`config.mk`:
```
export PLATFORM = sky130hd
export DESIGN_NAME = ex_alu_unit_flat
export DESIGN_NICKNAME = d
export VERILOG_FILES = /design/src/rtl/ex_alu_unit_if.sv /design/src/rtl/ex_alu_unit.sv /design/src/flat_wrapper.sv
export SDC_FILE = /design/constraint.sdc
export NUM_CORES = 1
export LEC_CHECK = 0
export ABC_AREA = 1
export BUFFER_PORTS_ARGS = -buffer_cell sky130_fd_sc_hd__buf_2
export CORE_AREA = 2 2 166 168
export DETAILED_ROUTE_END_ITERATION = 10
export DIE_AREA = 0 0 168 170
export PLACE_DENSITY = 0.45
export SETUP_SLACK_MARGIN = 0.05
export SLEW_MARGIN = 40
export SYNTH_ARGS = -nofsm -noshare
export SYNTH_HDL_FRONTEND = slang
export SYNTH_SLANG_ARGS = --single-unit
```
`constraint.sdc`:
```
create_clock -name clk -period 3.8 [get_ports clk]
set_input_delay 0 -clock clk [delete_from_list [all_inputs] [get_ports clk]]
set_output_delay 0 -clock clk [all_outputs]
set_load 0.05 [all_outputs]
```
`src/rtl/ex_alu_unit_if.sv`:
```
// Request/response bundle between the execute-stage pipeline and ex_alu_unit.
// The pipeline drives the request signals; the ALU returns results and status.
interface ex_alu_unit_if #(
    parameter int WIDTH = 32
);
    logic             start;
    logic [3:0]       ALUcontrol;
    logic [WIDTH-1:0] a;
    logic [WIDTH-1:0] b;
    logic [WIDTH-1:0] result;
    logic             zero;
    logic             overflow;
    logic             busy;
    logic             done;

    modport master (
        output start, ALUcontrol, a, b,
        input  result, zero, overflow, busy, done
    );

    modport slave (
        input  start, ALUcontrol, a, b,
        output result, zero, overflow, busy, done
    );
endinterface

```
`src/rtl/ex_alu_unit.sv`:
```
// Execute-stage ALU: single-cycle logic/arithmetic ops, with a registered result and flags.
// Define ALU_MUL_EN to add the iterative shift-add multiply for code 1000.
module ex_alu_unit #(
    parameter int WIDTH = 32
) (
    input  logic          clk,
    input  logic          reset,
    ex_alu_unit_if.slave  bus
);
    localparam logic [3:0] OP_AND = 4'b0000;
    localparam logic [3:0] OP_OR  = 4'b0001;
    localparam logic [3:0] OP_ADD = 4'b0010;
    localparam logic [3:0] OP_SUB = 4'b0110;
    localparam logic [3:0] OP_SLT = 4'b0111;
    localparam logic [3:0] OP_NOR = 4'b1100;

`ifdef ALU_MUL_EN
    localparam logic [3:0] OP_MUL = 4'b1000;
    localparam int         CNT_W  = $clog2(WIDTH + 1);

    typedef enum logic {IDLE, MUL} state_t;
`else
    typedef enum logic {IDLE} state_t;
`endif

    state_t state_reg, state_next;

    logic [WIDTH-1:0] result_reg, result_next;
    logic             zero_reg, zero_next;
    logic             ovf_reg, ovf_next;
    logic             done_reg, done_next;

    logic [WIDTH-1:0] and_v, or_v, nor_v;
    logic [WIDTH-1:0] sum, diff;
    logic             slt;
    logic [WIDTH-1:0] op_res;
    logic             op_ovf;

`ifdef ALU_MUL_EN
    logic             busy_reg, busy_next;
    logic [WIDTH-1:0] mcand_reg, mcand_next;
    logic [WIDTH-1:0] mplier_reg, mplier_next;
    logic [WIDTH-1:0] acc_reg, acc_next;
    logic [WIDTH-1:0] acc_sum;
    logic [CNT_W-1:0] cnt_reg, cnt_next;
`endif

    genvar gi;
    generate
        for (gi = 0; gi < WIDTH; gi++) begin : g_bitwise
            assign and_v[gi] = bus.a[gi] & bus.b[gi];
            assign or_v[gi]  = bus.a[gi] | bus.b[gi];
            assign nor_v[gi] = ~(bus.a[gi] | bus.b[gi]);
        end
    endgenerate

    assign sum  = bus.a + bus.b;
    assign diff = bus.a - bus.b;
    // Signed compare directly, so SLT stays correct when a-b overflows.
    assign slt  = $signed(bus.a) < $signed(bus.b);

    always_comb begin
        op_res = '0;
        op_ovf = 1'b0;
        case (bus.ALUcontrol)
            OP_AND: op_res = and_v;
            OP_OR:  op_res = or_v;
            OP_NOR: op_res = nor_v;
            OP_ADD: begin
                op_res = sum;
                op_ovf = (bus.a[WIDTH-1] == bus.b[WIDTH-1]) &&
                         (sum[WIDTH-1] != bus.a[WIDTH-1]);
            end
            OP_SUB: begin
                op_res = diff;
                op_ovf = (bus.a[WIDTH-1] != bus.b[WIDTH-1]) &&
                         (diff[WIDTH-1] != bus.a[WIDTH-1]);
            end
            OP_SLT: op_res = {{(WIDTH-1){1'b0}}, slt};
            default: begin
                op_res = '0;
                op_ovf = 1'b0;
            end
        endcase
    end

    always_comb begin
        state_next  = state_reg;
        result_next = result_reg;
        zero_next   = zero_reg;
        ovf_next    = ovf_reg;
        done_next   = 1'b0;
`ifdef ALU_MUL_EN
        busy_next   = busy_reg;
        mcand_next  = mcand_reg;
        mplier_next = mplier_reg;
        acc_next    = acc_reg;
        cnt_next    = cnt_reg;
        acc_sum     = mplier_reg[0] ? (acc_reg + mcand_reg) : acc_reg;
`endif
        case (state_reg)
            IDLE: begin
                if (bus.start) begin
`ifdef ALU_MUL_EN
                    if (bus.ALUcontrol == OP_MUL) begin
                        mcand_next  = bus.a;
                        mplier_next = bus.b;
                        acc_next    = '0;
                        cnt_next    = '0;
                        busy_next   = 1'b1;
                        state_next  = MUL;
                    end else
`endif
                    begin
                        result_next = op_res;
                        zero_next   = (op_res == '0);
                        ovf_next    = op_ovf;
                        done_next   = 1'b1;
                    end
                end
            end
`ifdef ALU_MUL_EN
            MUL: begin
                // One multiplier bit per cycle; the last iteration retires directly.
                acc_next    = acc_sum;
                mcand_next  = mcand_reg << 1;
                mplier_next = mplier_reg >> 1;
                cnt_next    = cnt_reg + CNT_W'(1);
                if (cnt_reg == CNT_W'(WIDTH - 1)) begin
                    result_next = acc_sum;
                    zero_next   = (acc_sum == '0);
                    ovf_next    = 1'b0;
                    done_next   = 1'b1;
                    busy_next   = 1'b0;
                    state_next  = IDLE;
                end
            end
`endif
            default: state_next = IDLE;
        endcase
    end

    always_ff @(posedge clk) begin
        if (reset) begin
            state_reg  <= IDLE;
            result_reg <= '0;
            zero_reg   <= 1'b1;
            ovf_reg    <= 1'b0;
            done_reg   <= 1'b0;
        end else begin
            state_reg  <= state_next;
            result_reg <= result_next;
            zero_reg   <= zero_next;
            ovf_reg    <= ovf_next;
            done_reg   <= done_next;
        end
    end

`ifdef ALU_MUL_EN
    always_ff @(posedge clk) begin
        if (reset) begin
            busy_reg   <= 1'b0;
            mcand_reg  <= '0;
            mplier_reg <= '0;
            acc_reg    <= '0;
            cnt_reg    <= '0;
        end else begin
            busy_reg   <= busy_next;
            mcand_reg  <= mcand_next;
            mplier_reg <= mplier_next;
            acc_reg    <= acc_next;
            cnt_reg    <= cnt_next;
        end
    end

    assign bus.busy = busy_reg;
`else
    assign bus.busy = 1'b0;
`endif

    assign bus.result   = result_reg;
    assign bus.zero     = zero_reg;
    assign bus.overflow = ovf_reg;
    assign bus.done     = done_reg;
endmodule

```
`src/flat_wrapper.sv`:
```
// flat-port wrapper written by rule: the top's interface ports become plain ports
module ex_alu_unit_flat 
#(
    parameter int WIDTH = 32
)
  (clk, reset, bus_start, bus_ALUcontrol, bus_a, bus_b, bus_result, bus_zero, bus_overflow, bus_busy, bus_done);
  ex_alu_unit_if #(.WIDTH(WIDTH)) bus_i ();
  input  logic clk;
  input  logic reset;
  input wire logic [$bits(bus_i.start)-1:0] bus_start;
  input wire logic [$bits(bus_i.ALUcontrol)-1:0] bus_ALUcontrol;
  input wire logic [$bits(bus_i.a)-1:0] bus_a;
  input wire logic [$bits(bus_i.b)-1:0] bus_b;
  output wire logic [$bits(bus_i.result)-1:0] bus_result;
  output wire logic [$bits(bus_i.zero)-1:0] bus_zero;
  output wire logic [$bits(bus_i.overflow)-1:0] bus_overflow;
  output wire logic [$bits(bus_i.busy)-1:0] bus_busy;
  output wire logic [$bits(bus_i.done)-1:0] bus_done;
  assign bus_i.start = bus_start;
  assign bus_i.ALUcontrol = bus_ALUcontrol;
  assign bus_i.a = bus_a;
  assign bus_i.b = bus_b;
  assign bus_result = bus_i.result;
  assign bus_zero = bus_i.zero;
  assign bus_overflow = bus_i.overflow;
  assign bus_busy = bus_i.busy;
  assign bus_done = bus_i.done;
  ex_alu_unit #(.WIDTH(WIDTH)) u_core (.clk(clk), .reset(reset), .bus(bus_i));
endmodule
```
== Yosys cells after proc, flatten, opt, wreduce, memory -nomap -nowiden ==
Index checks and enable logic that the tools add are counted.

* Bits in registers: 35
* Bits of input ports: 71
* Output and inout port bits: 36
* Logic and storage cells: 119

* $add $sub $neg: 2
* Order comparisons: 1
* Eq/ne operators: 9
* Mux-type cells: 3
* Bitwise gates (word level): 96
* Reductions and logical operators: 4

{| class="wikitable"
|+ Operators by type and width
! cell !! count
|-
| $pmux W32 S6 || 1
|-
| $add A32 B32 Y32 || 1
|-
| $and A1 B1 Y1 || 32
|-
| $logic_not A32 Y1 || 1
|-
| $lt A32 B32 Y1 || 1
|-
| $not A1 Y1 || 32
|-
| $or A1 B1 Y1 || 32
|-
| $sub A32 B32 Y32 || 1
|-
| $eq A4 B3 Y1 const B || 2
|-
| $eq A4 B1 Y1 const B || 1
|-
| $eq A4 B2 Y1 const B || 1
|-
| $eq A4 B4 Y1 const B || 1
|-
| $logic_not A4 Y1 || 1
|-
| $ne A1 B1 Y1 || 3
|-
| $logic_and A1 B1 Y1 || 2
|-
| $pmux W1 S2 || 1
|-
| $eq A1 B1 Y1 || 1
|-
| $mux W1 || 1
|}

== Depth between registers and ports, before layout ==
Gate-level depths: netlist of run 1.

* Depth after elaboration: 4
* Gate-level depth with buffers: 21
* Depth with buffers taken out: 21

== Worst setup path before layout of run 1 ==
Ideal clock, no wire load.

* Path type: input to register
* Start point: input bus_a[0]
* End point: register u_core.zero_reg, in the netlist u_core.bus.zero
* Library setup time: 60 ps
* Arrival: 1,811 ps
* Required time: 3,740 ps
* Setup slack: 1,929 ps
* Stages: 20
* Path buffers: 0
* Cells stage by stage: inv_1 -> ha_1 -> fa_1 -> nor2_1 -> nand2_1 -> nand2_1 -> nand2_1 -> nand2_1 -> nand2_1 -> nand2_1 -> nand2_1 -> nand2_1 -> nand2_1 -> nand3_1 -> nand3_1 -> nor2_1 -> nand2_1 -> nor2_1 -> nand3_1 -> nand2_1

* Longest elaborated chain between the ends: 4
* Elaborated cells on any way between the ends: 8
* Classes of those cells: add/sub (2); order compare (1); mux (1); bitwise (3); reduce/logical (1)

{| class="wikitable"
|+ RTL lines
! element !! line !! RTL
|-
| start, declared || flat_wrapper.sv:12 || <nowiki>input wire logic [$bits(bus_i.a)-1:0] bus_a;</nowiki>
|-
| parallel branches: the longest is 2 deep, another holds $sub A32 B32 Y32 || - ||
|-
| $pmux W32 S6 (*) || ex_alu_unit.sv:65 || <nowiki>case (bus.ALUcontrol)</nowiki>
|-
| $logic_not A32 Y1 (*) || ex_alu_unit.sv:116 || <nowiki>zero_next = (op_res == '0);</nowiki>
|-
| end signal, assigned || ex_alu_unit.sv:153 || <nowiki>zero_reg <= zero_next;</nowiki>
|-
| end, declared || ex_alu_unit.sv:29 || <nowiki>logic zero_reg, zero_next;</nowiki>
|}

Mark *: on every way between the ends.
A chain may end at the register's enable or synchronous reset.

== Worst setup path after layout of run 1 ==
* Start point: input bus_b[0]
* End point: register u_core.zero_reg, in the netlist u_core.bus.zero

* Longest elaborated chain between the ends: 4
* Elaborated cells on any way between the ends: 8
* Classes of those cells: add/sub (2); order compare (1); mux (1); bitwise (3); reduce/logical (1)

{| class="wikitable"
|+ RTL lines
! element !! line !! RTL
|-
| start, declared || flat_wrapper.sv:13 || <nowiki>input wire logic [$bits(bus_i.b)-1:0] bus_b;</nowiki>
|-
| parallel branches: the longest is 2 deep, another holds $sub A32 B32 Y32 || - ||
|-
| $pmux W32 S6 (*) || ex_alu_unit.sv:65 ||
|-
| $logic_not A32 Y1 (*) || ex_alu_unit.sv:116 ||
|}

Marked as above.

==> flow_results.xml, run 1 <==
<?xml version="1.0" encoding="UTF-8"?>
<metrics>
  <group name="run_status">
    <metric name="status" unit="">complete, no violations</metric>
  </group>
  <group name="placed_design">
    <metric name="buffer_ports.inserted" unit="">105</metric>
    <metric name="gp_congestion" unit="">0.953</metric>
    <metric name="placement.cell_area" unit="um^2">8630</metric>
    <metric name="post-dp-hpwl" unit="mm">26.6</metric>
    <metric name="dp_slack" unit="ns">1.04</metric>
    <metric name="total_placed_cells_including_tap_cells" unit="">1889</metric>
  </group>
  <group name="setup_path">
    <metric name="critical_path.max_stage_delay" unit="ns">0.42</metric>
    <metric name="worst_setup_path_start_kind" unit="">input port</metric>
    <metric name="cp_slowest_cell" unit="">sky130_fd_sc_hd__fa_1</metric>
    <metric name="reg2reg_slack" unit="ns">2.99</metric>
    <metric name="worstPathBufferInverterCount" unit="">3</metric>
    <metric name="critical_path_arrival" unit="ns">2.70</metric>
    <metric name="worst-path-max-fanout" unit="">4</metric>
    <metric name="cp_top_family" unit="">simple AND/OR/NAND/NOR gates</metric>
    <metric name="critPathCaptureType" unit="">flip-flop</metric>
    <metric name="critPathMostFrequentCell" unit="">sky130_fd_sc_hd__nand2_1</metric>
    <metric name="cp.required" unit="ns">4.02</metric>
    <metric name="worstSetupPathType" unit="">in -&gt; reg</metric>
    <metric name="timing.critical_path.cells" unit="">buf_2 -&gt; ha_1 -&gt; inv_1 -&gt; fa_1 -&gt; inv_1 -&gt; nand3_1 -&gt; nand2_1 -&gt; nand2_1 -&gt; nand2_1 -&gt; nand2_1 -&gt; nand3_1 -&gt; nand2_1 -&gt; nor2_1 -&gt; nand2_1 -&gt; nor2_1 -&gt; nand2_1 -&gt; nor2_1 -&gt; nand3_1 -&gt; nor2_1 -&gt; nand3_1 -&gt; nand2_1</metric>
  </group>
  <group name="sta">
    <metric name="timing_max_transition_violations_final" unit="">0</metric>
    <metric name="worst_slew_slack_as_a_fraction_of_its_limit" unit="%">44.5</metric>
    <metric name="fin_worst_skew" unit="ns">0</metric>
    <metric name="final_min_period_over_clock_period" unit="%">65.3</metric>
    <metric name="tightest_pin_transition" unit="ns">0.830</metric>
    <metric name="setup_violations" unit="">0</metric>
    <metric name="fmax_achieved" unit="MHz">403</metric>
    <metric name="post_route_minimum_period" unit="ns">2.48</metric>
    <metric name="hold_viol_final" unit="">0</metric>
    <metric name="holdWs" unit="ns">0.178</metric>
    <metric name="fin_tns_setup" unit="ns">0</metric>
    <metric name="grt_setup_unrepaired" unit="">no</metric>
    <metric name="post-route-worst-setup-slack" unit="ns">1.32</metric>
  </group>
  <group name="run">
    <metric name="drv_cap" unit="">0</metric>
  </group>
  <group name="global_route">
    <metric name="grt_start_max_net_pins" unit="">41</metric>
    <metric name="first_global_vias" unit="">8702</metric>
    <metric name="grt_antenna_before_repair" unit="">0</metric>
    <metric name="overall_global_routing_resource_usage" unit="%">21.5</metric>
    <metric name="grt_pass1_wl" unit="mm">48.1</metric>
    <metric name="grt_remaining_overflow" unit="">0</metric>
  </group>
  <group name="cts">
    <metric name="ctsResizeCount" unit="">0</metric>
    <metric name="cts.sinks" unit="">35</metric>
    <metric name="clock_tree_from_tritoncts" unit="">yes</metric>
    <metric name="clkSlewWorstSetupHoldPaths" unit="ns">0.05</metric>
    <metric name="post_cts_buffers" unit="">0</metric>
    <metric name="buffer_levels_on_the_longest_clock_path" unit="">2</metric>
    <metric name="cts.hold.buffers_added" unit="">0</metric>
    <metric name="inserted_clock_buffers" unit="">5</metric>
    <metric name="clock_tree.root_cell" unit="">sky130_fd_sc_hd__clkbuf_16</metric>
    <metric name="cts_htree_levels" unit="">2</metric>
    <metric name="clk-insertion-delay-late" unit="ns">0.27</metric>
  </group>
  <group name="die">
    <metric name="floorplan_die_height" unit="um">170</metric>
    <metric name="floorplan.initialDensity" unit="%">29.6</metric>
    <metric name="ios" unit="">107</metric>
    <metric name="std_cell_rows" unit="">60</metric>
    <metric name="die_width" unit="um">168</metric>
    <metric name="die_outline_area" unit="um^2">28600</metric>
    <metric name="floorplan.core_area" unit="um^2">26700</metric>
  </group>
  <group name="cells_and_area">
    <metric name="final_util" unit="%">32.9</metric>
    <metric name="layout-drive-gt1-share" unit="%">9.39</metric>
    <metric name="num-fill-cells" unit="">3103</metric>
    <metric name="number_of_standard_cells_in_the_final_layout_excluding_fillers" unit="">1896</metric>
    <metric name="insertedDiodeCount" unit="">0</metric>
    <metric name="num-nets-final" unit="">1729</metric>
    <metric name="final_cell_area" unit="um^2">8770</metric>
    <metric name="multiInputGateArea" unit="um^2">5890</metric>
    <metric name="area_taken_by_flip_flops_and_latches" unit="um^2">701</metric>
    <metric name="largest_register_ff_count" unit="">32</metric>
    <metric name="areaGrowthSynthToFinish" unit="%">11.2</metric>
  </group>
  <group name="route">
    <metric name="dr.pass1.iters" unit="">5</metric>
    <metric name="post_drt_via_cell_ratio" unit="">4.88</metric>
    <metric name="routed-via-count" unit="">9246</metric>
    <metric name="post_drt_wl_per_cell" unit="um">16.3</metric>
    <metric name="drt.antenna.violating_nets" unit="">0</metric>
    <metric name="finalWirelength" unit="mm">30.9</metric>
    <metric name="drc" unit="">0</metric>
    <metric name="drt_iter0_markers" unit="">756</metric>
  </group>
  <group name="synthesis">
    <metric name="synth_top_cells_by_count" unit="">401 x sky130_fd_sc_hd__nand2_1, 268 x sky130_fd_sc_hd__inv_1, 230 x sky130_fd_sc_hd__nor2_1</metric>
    <metric name="avgSynthCellArea" unit="um^2">5.31</metric>
    <metric name="synth-seq-cells" unit="">35</metric>
    <metric name="synth_area" unit="um^2">7890</metric>
    <metric name="yosys_cell_types" unit="">41</metric>
    <metric name="ys_async_sr_fraction" unit="%">0</metric>
    <metric name="yosys-top-cells-area" unit="">sky130_fd_sc_hd__nand2_1 19%, sky130_fd_sc_hd__ha_1 16%, sky130_fd_sc_hd__inv_1 13%</metric>
    <metric name="synthesis.instances" unit="">1486</metric>
    <metric name="synth_top_flop_cell" unit="">sky130_fd_sc_hd__dfxtp_1</metric>
    <metric name="yosys.cell_count.top_type" unit="">sky130_fd_sc_hd__nand2_1</metric>
    <metric name="synth.largest_area_cell" unit="">sky130_fd_sc_hd__nand2_1</metric>
    <metric name="synth_warnings" unit="">0</metric>
    <metric name="yosysSeqAreaShare" unit="%">8.88</metric>
    <metric name="synth_largest_type_area_fraction" unit="%">19.1</metric>
    <metric name="syn_nets" unit="">1660</metric>
    <metric name="synth-edff-count" unit="">0</metric>
  </group>
  <group name="power">
    <metric name="power.density" unit="nW/um^2">220</metric>
    <metric name="total_power" unit="mW">1.93</metric>
    <metric name="peakVddDrop" unit="mV">0.161</metric>
    <metric name="total_leakage_power" unit="nW">5.16</metric>
  </group>
  <group name="worst_hold_path">
    <metric name="hp-class" unit="">in -&gt; reg</metric>
  </group>
</metrics>
-- layer usage --
layer	track usage (%)	share of wire, %	wire length (um)	up-vias
met1	31.7	51	15600	4174
met4	4.54	1.7	533	0
met3	1.56	4.9	1510	28
li1	-	-	-	4798
met2	34.2	43	13200	246
met5	0	0	0	-
-- layout by cell type (no fill, tap or decap), types with 2 or more instances in the layout --
cell type	instances
sky130_fd_sc_hd__a21o_1	2
sky130_fd_sc_hd__a21oi_1	65
sky130_fd_sc_hd__a21oi_2	4
sky130_fd_sc_hd__a221oi_1	24
sky130_fd_sc_hd__and2_1	3
sky130_fd_sc_hd__buf_2	105
sky130_fd_sc_hd__buf_4	7
sky130_fd_sc_hd__clkbuf_16	5
sky130_fd_sc_hd__dfxtp_1	35
sky130_fd_sc_hd__fa_1	2
sky130_fd_sc_hd__ha_1	101
sky130_fd_sc_hd__inv_1	268
sky130_fd_sc_hd__inv_2	6
sky130_fd_sc_hd__nand2_1	401
sky130_fd_sc_hd__nand2_2	4
sky130_fd_sc_hd__nand3_1	152
sky130_fd_sc_hd__nand3_2	2
sky130_fd_sc_hd__nand3b_1	3
sky130_fd_sc_hd__nand4_1	24
sky130_fd_sc_hd__nor2_1	227
sky130_fd_sc_hd__nor2_2	4
sky130_fd_sc_hd__nor2_4	3
sky130_fd_sc_hd__nor3_1	17
sky130_fd_sc_hd__nor4_1	2
sky130_fd_sc_hd__o211ai_1	7
sky130_fd_sc_hd__o21ai_0	57
sky130_fd_sc_hd__o21ai_1	2
sky130_fd_sc_hd__o21bai_1	10
sky130_fd_sc_hd__or2_2	2
-- report_power, final --
| part | switching, mW | total (mW) | internal [mW] | leakage, nW |
|---|---|---|---|---|
| combinational | 0.805 | 1.13 | 0.324 | 4.79 |
| sequential | 0.0120 | 0.403 | 0.391 | 0.289 |
| clock | 0.142 | 0.397 | 0.255 | 0.0727 |
| total | 0.959 | 1.93 | 0.970 | 5.16 |
-- path summary, 6_finish.rpt --
check / startpoint / endpoint / cells after the start
setup / recovery: bus_b[0] / u_core.bus.zero / 21
hold / removal: reset / u_core.bus.done / 2
setup reg to reg: u_core.bus.result[1] / u_core.bus.result[1] / 3
hold reg to reg: u_core.bus.result[8] / u_core.bus.result[8] / 2
-- cell families after synthesis --
logic type	share of synthesized area, %
buffers and inverters	16.7
DFF	8.88
xor gates and xnor gates	0.111
other	0.0475
adders and majority gates	16.5
AOI/OAI and AO/OA	13.1
and+or+nand+nor	44.7
-- layout make-up --
cell class,count,share of cell area [%]
Multi-Input combinational cell,1126,67.2
Inverter,275,11.8
Sequential cell,35,7.99
Timing Repair Buffer,112,6.59
Tap cell,341,4.86
Clock buffer,6,1.58
Clock inverter,1,0.0570
Note: power is estimated with default switching activity, not from simulation.
==> run 2: changes to the inputs <==
clock period = 2.4 ns   (was 3.8 ns; I/O delays follow)
==> run 2 against run 1 <==
Net effect: hold slack gained 0.0053 ns; critical path depth shrank 6; core utilization grew 6.6 points; largest power group unchanged; count of clock-buffer cells in the layout is the same; sequential cell count is the same; sequential power grew 59%; sequential share of layout area shrank 1.3 points; register-to-register slack lost 1.4 ns; total power grew 81%; final cell count grew 12%; clock power grew 58%; global-route usage grew 0.80 points; critical endpoint is now u_core.bus.result[27].
==> flow_results.xml, run 2 (synthesized netlist as in run 1, its figures left out) <==
<?xml version="1.0" encoding="UTF-8"?>
<metrics>
  <group name="sta">
    <metric name="setup_violations" unit="">0</metric>
    <metric name="hold_viol_final" unit="">0</metric>
    <metric name="holdWs" unit="ns">0.183</metric>
    <metric name="post-route-worst-setup-slack" unit="ns">0.167</metric>
    <metric name="post_route_minimum_period" unit="ns">2.23</metric>
    <metric name="tightest_pin_transition" unit="ns">0.692</metric>
    <metric name="fmax_achieved" unit="MHz">448</metric>
    <metric name="final_min_period_over_clock_period" unit="%">93.0</metric>
    <metric name="fin_worst_skew" unit="ns">0</metric>
    <metric name="grt_setup_unrepaired" unit="">no</metric>
    <metric name="timing_max_transition_violations_final" unit="">0</metric>
    <metric name="worst_slew_slack_as_a_fraction_of_its_limit" unit="%">53.8</metric>
  </group>
  <group name="global_route">
    <metric name="first_global_vias" unit="">9454</metric>
    <metric name="grt_remaining_overflow" unit="">0</metric>
    <metric name="overall_global_routing_resource_usage" unit="%">22.3</metric>
    <metric name="grt_antenna_before_repair" unit="">0</metric>
    <metric name="grt_pass1_wl" unit="mm">50.2</metric>
    <metric name="grt_start_max_net_pins" unit="">40</metric>
  </group>
  <group name="cts">
    <metric name="clock_tree_from_tritoncts" unit="">yes</metric>
    <metric name="ctsResizeCount" unit="">0</metric>
    <metric name="clkSlewWorstSetupHoldPaths" unit="ns">0.05</metric>
    <metric name="buffer_levels_on_the_longest_clock_path" unit="">2</metric>
    <metric name="cts.sinks" unit="">35</metric>
    <metric name="clock_tree.root_cell" unit="">sky130_fd_sc_hd__clkbuf_16</metric>
    <metric name="post_cts_buffers" unit="">0</metric>
    <metric name="inserted_clock_buffers" unit="">5</metric>
    <metric name="cts_htree_levels" unit="">2</metric>
    <metric name="clk-insertion-delay-late" unit="ns">0.28</metric>
    <metric name="cts.hold.buffers_added" unit="">0</metric>
  </group>
  <group name="run_status">
    <metric name="status" unit="">complete, no violations</metric>
  </group>
  <group name="power">
    <metric name="power.density" unit="nW/um^2">331</metric>
    <metric name="peakVddDrop" unit="mV">0.222</metric>
    <metric name="total_leakage_power" unit="nW">6.23</metric>
  </group>
  <group name="worst_hold_path">
    <metric name="hp-class" unit="">in -&gt; reg</metric>
  </group>
  <group name="placed_design">
    <metric name="buffer_ports.inserted" unit="">105</metric>
    <metric name="dp_slack" unit="ns">-0.219</metric>
    <metric name="post-dp-hpwl" unit="mm">28.1</metric>
    <metric name="gp_congestion" unit="">0.955</metric>
  </group>
  <group name="setup_path">
    <metric name="cp.required" unit="ns">2.57</metric>
    <metric name="worstSetupPathType" unit="">in -&gt; reg</metric>
    <metric name="critPathCaptureType" unit="">flip-flop</metric>
    <metric name="critical_path_arrival" unit="ns">2.40</metric>
    <metric name="worst_setup_path_start_kind" unit="">input port</metric>
    <metric name="worst-path-max-fanout" unit="">7</metric>
  </group>
  <group name="route">
    <metric name="drc" unit="">0</metric>
    <metric name="dr.pass1.iters" unit="">6</metric>
    <metric name="post_drt_wl_per_cell" unit="um">15.2</metric>
    <metric name="drt.antenna.violating_nets" unit="">0</metric>
    <metric name="post_drt_via_cell_ratio" unit="">4.78</metric>
    <metric name="routed-via-count" unit="">10100</metric>
    <metric name="drt_iter0_markers" unit="">874</metric>
    <metric name="finalWirelength" unit="mm">32.2</metric>
  </group>
  <group name="cells_and_area">
    <metric name="num-nets-final" unit="">1949</metric>
    <metric name="layout-drive-gt1-share" unit="%">22.2</metric>
    <metric name="final_common_cell" unit="">sky130_fd_sc_hd__nand2_1</metric>
    <metric name="most-common-layout-cells" unit="">397 x sky130_fd_sc_hd__nand2_1, 268 x sky130_fd_sc_hd__inv_1, 224 x sky130_fd_sc_hd__buf_4</metric>
    <metric name="insertedDiodeCount" unit="">0</metric>
    <metric name="areaGrowthSynthToFinish" unit="%">33.7</metric>
    <metric name="largest_register_ff_count" unit="">32</metric>
  </group>
  <group name="die">
    <metric name="ios" unit="">107</metric>
    <metric name="die_width" unit="um">168</metric>
    <metric name="std_cell_rows" unit="">60</metric>
    <metric name="die_outline_area" unit="um^2">28600</metric>
    <metric name="floorplan.core_area" unit="um^2">26700</metric>
    <metric name="floorplan.initialDensity" unit="%">29.6</metric>
    <metric name="floorplan_die_height" unit="um">170</metric>
  </group>
  <group name="run">
    <metric name="drv_cap" unit="">0</metric>
  </group>
</metrics>
==> run 2: worst paths after layout <==
kind	start	end	slack [ns]	cells past startpoint
worst max-delay path	bus_b[14]	u_core.bus.result[27]	0.17	15
worst min-delay path	reset	u_core.bus.done	0.18	2
worst max register to register	u_core.bus.result[1]	u_core.bus.result[1]	1.60	3
worst min register to register	u_core.bus.result[21]	u_core.bus.result[21]	0.48	2
==> run 2: worst max-delay path: stages <==
cell and delay (ns):
sky130_fd_sc_hd__buf_2 0.09, sky130_fd_sc_hd__inv_1 0.05, sky130_fd_sc_hd__ha_1 0.40, sky130_fd_sc_hd__nor2_1 0.24, sky130_fd_sc_hd__nand2_1 0.22, sky130_fd_sc_hd__nor3_4 0.25
sky130_fd_sc_hd__buf_4 0.15, sky130_fd_sc_hd__nand3_1 0.18, sky130_fd_sc_hd__nand2_1 0.13, sky130_fd_sc_hd__nand2_1 0.05, sky130_fd_sc_hd__nand3_1 0.06, sky130_fd_sc_hd__nand3_1 0.19
sky130_fd_sc_hd__buf_4 0.20, sky130_fd_sc_hd__o21ai_0 0.13, sky130_fd_sc_hd__inv_1 0.05
==> run 2: routing by layer <==
metal | vias to the layer above | wire length, um | global-route usage, %
met5 | - | 0 | 0
met4 | 0 | 728 | 5.41
met3 | 39 | 1980 | 2.30
met2 | 309 | 13600 | 35.5
met1 | 4531 | 15900 | 32.1
li1 | 5225 | - | -
==> run 2: report_power, final <==
| part | switching (mW) | internal [mW] |
|---|---|---|
| Clock | 0.225 | 0.404 |
| Sequential | 0.0194 | 0.619 |
| Combinational | 1.37 | 0.855 |
==> run 2: per-stage QoR <==
stage | TNS, ns | power, mW | std cells | area (um^2) | utilization [%]
after floorplan | 0 | 1.89 | 1486 | 7890 | -
after global placement | -0.503 | 2.82 | 2109 | 10300 | 38.7
after detailed placement | -0.448 | 2.82 | 2109 | 10300 | 38.7
after CTS | 0 | 3.47 | 2116 | 10400 | 39.2
after global routing | 0 | 3.76 | 2116 | 10500 | 39.6
final | 0 | 3.49 | 2116 | 10500 | 39.6
==> run 2: final cells by class <==
| cell class | count | area [um^2] |
|---|---|---|
| Fill cell | 3029 | 16100 |
| Multi-Input combinational cell | 1126 | 5970 |
| Timing Repair Buffer | 332 | 2270 |
| Inverter | 275 | 1030 |
| Sequential cell | 35 | 701 |
| Tap cell | 341 | 427 |
| Clock buffer | 6 | 139 |
| Clock inverter | 1 | 5.00 |
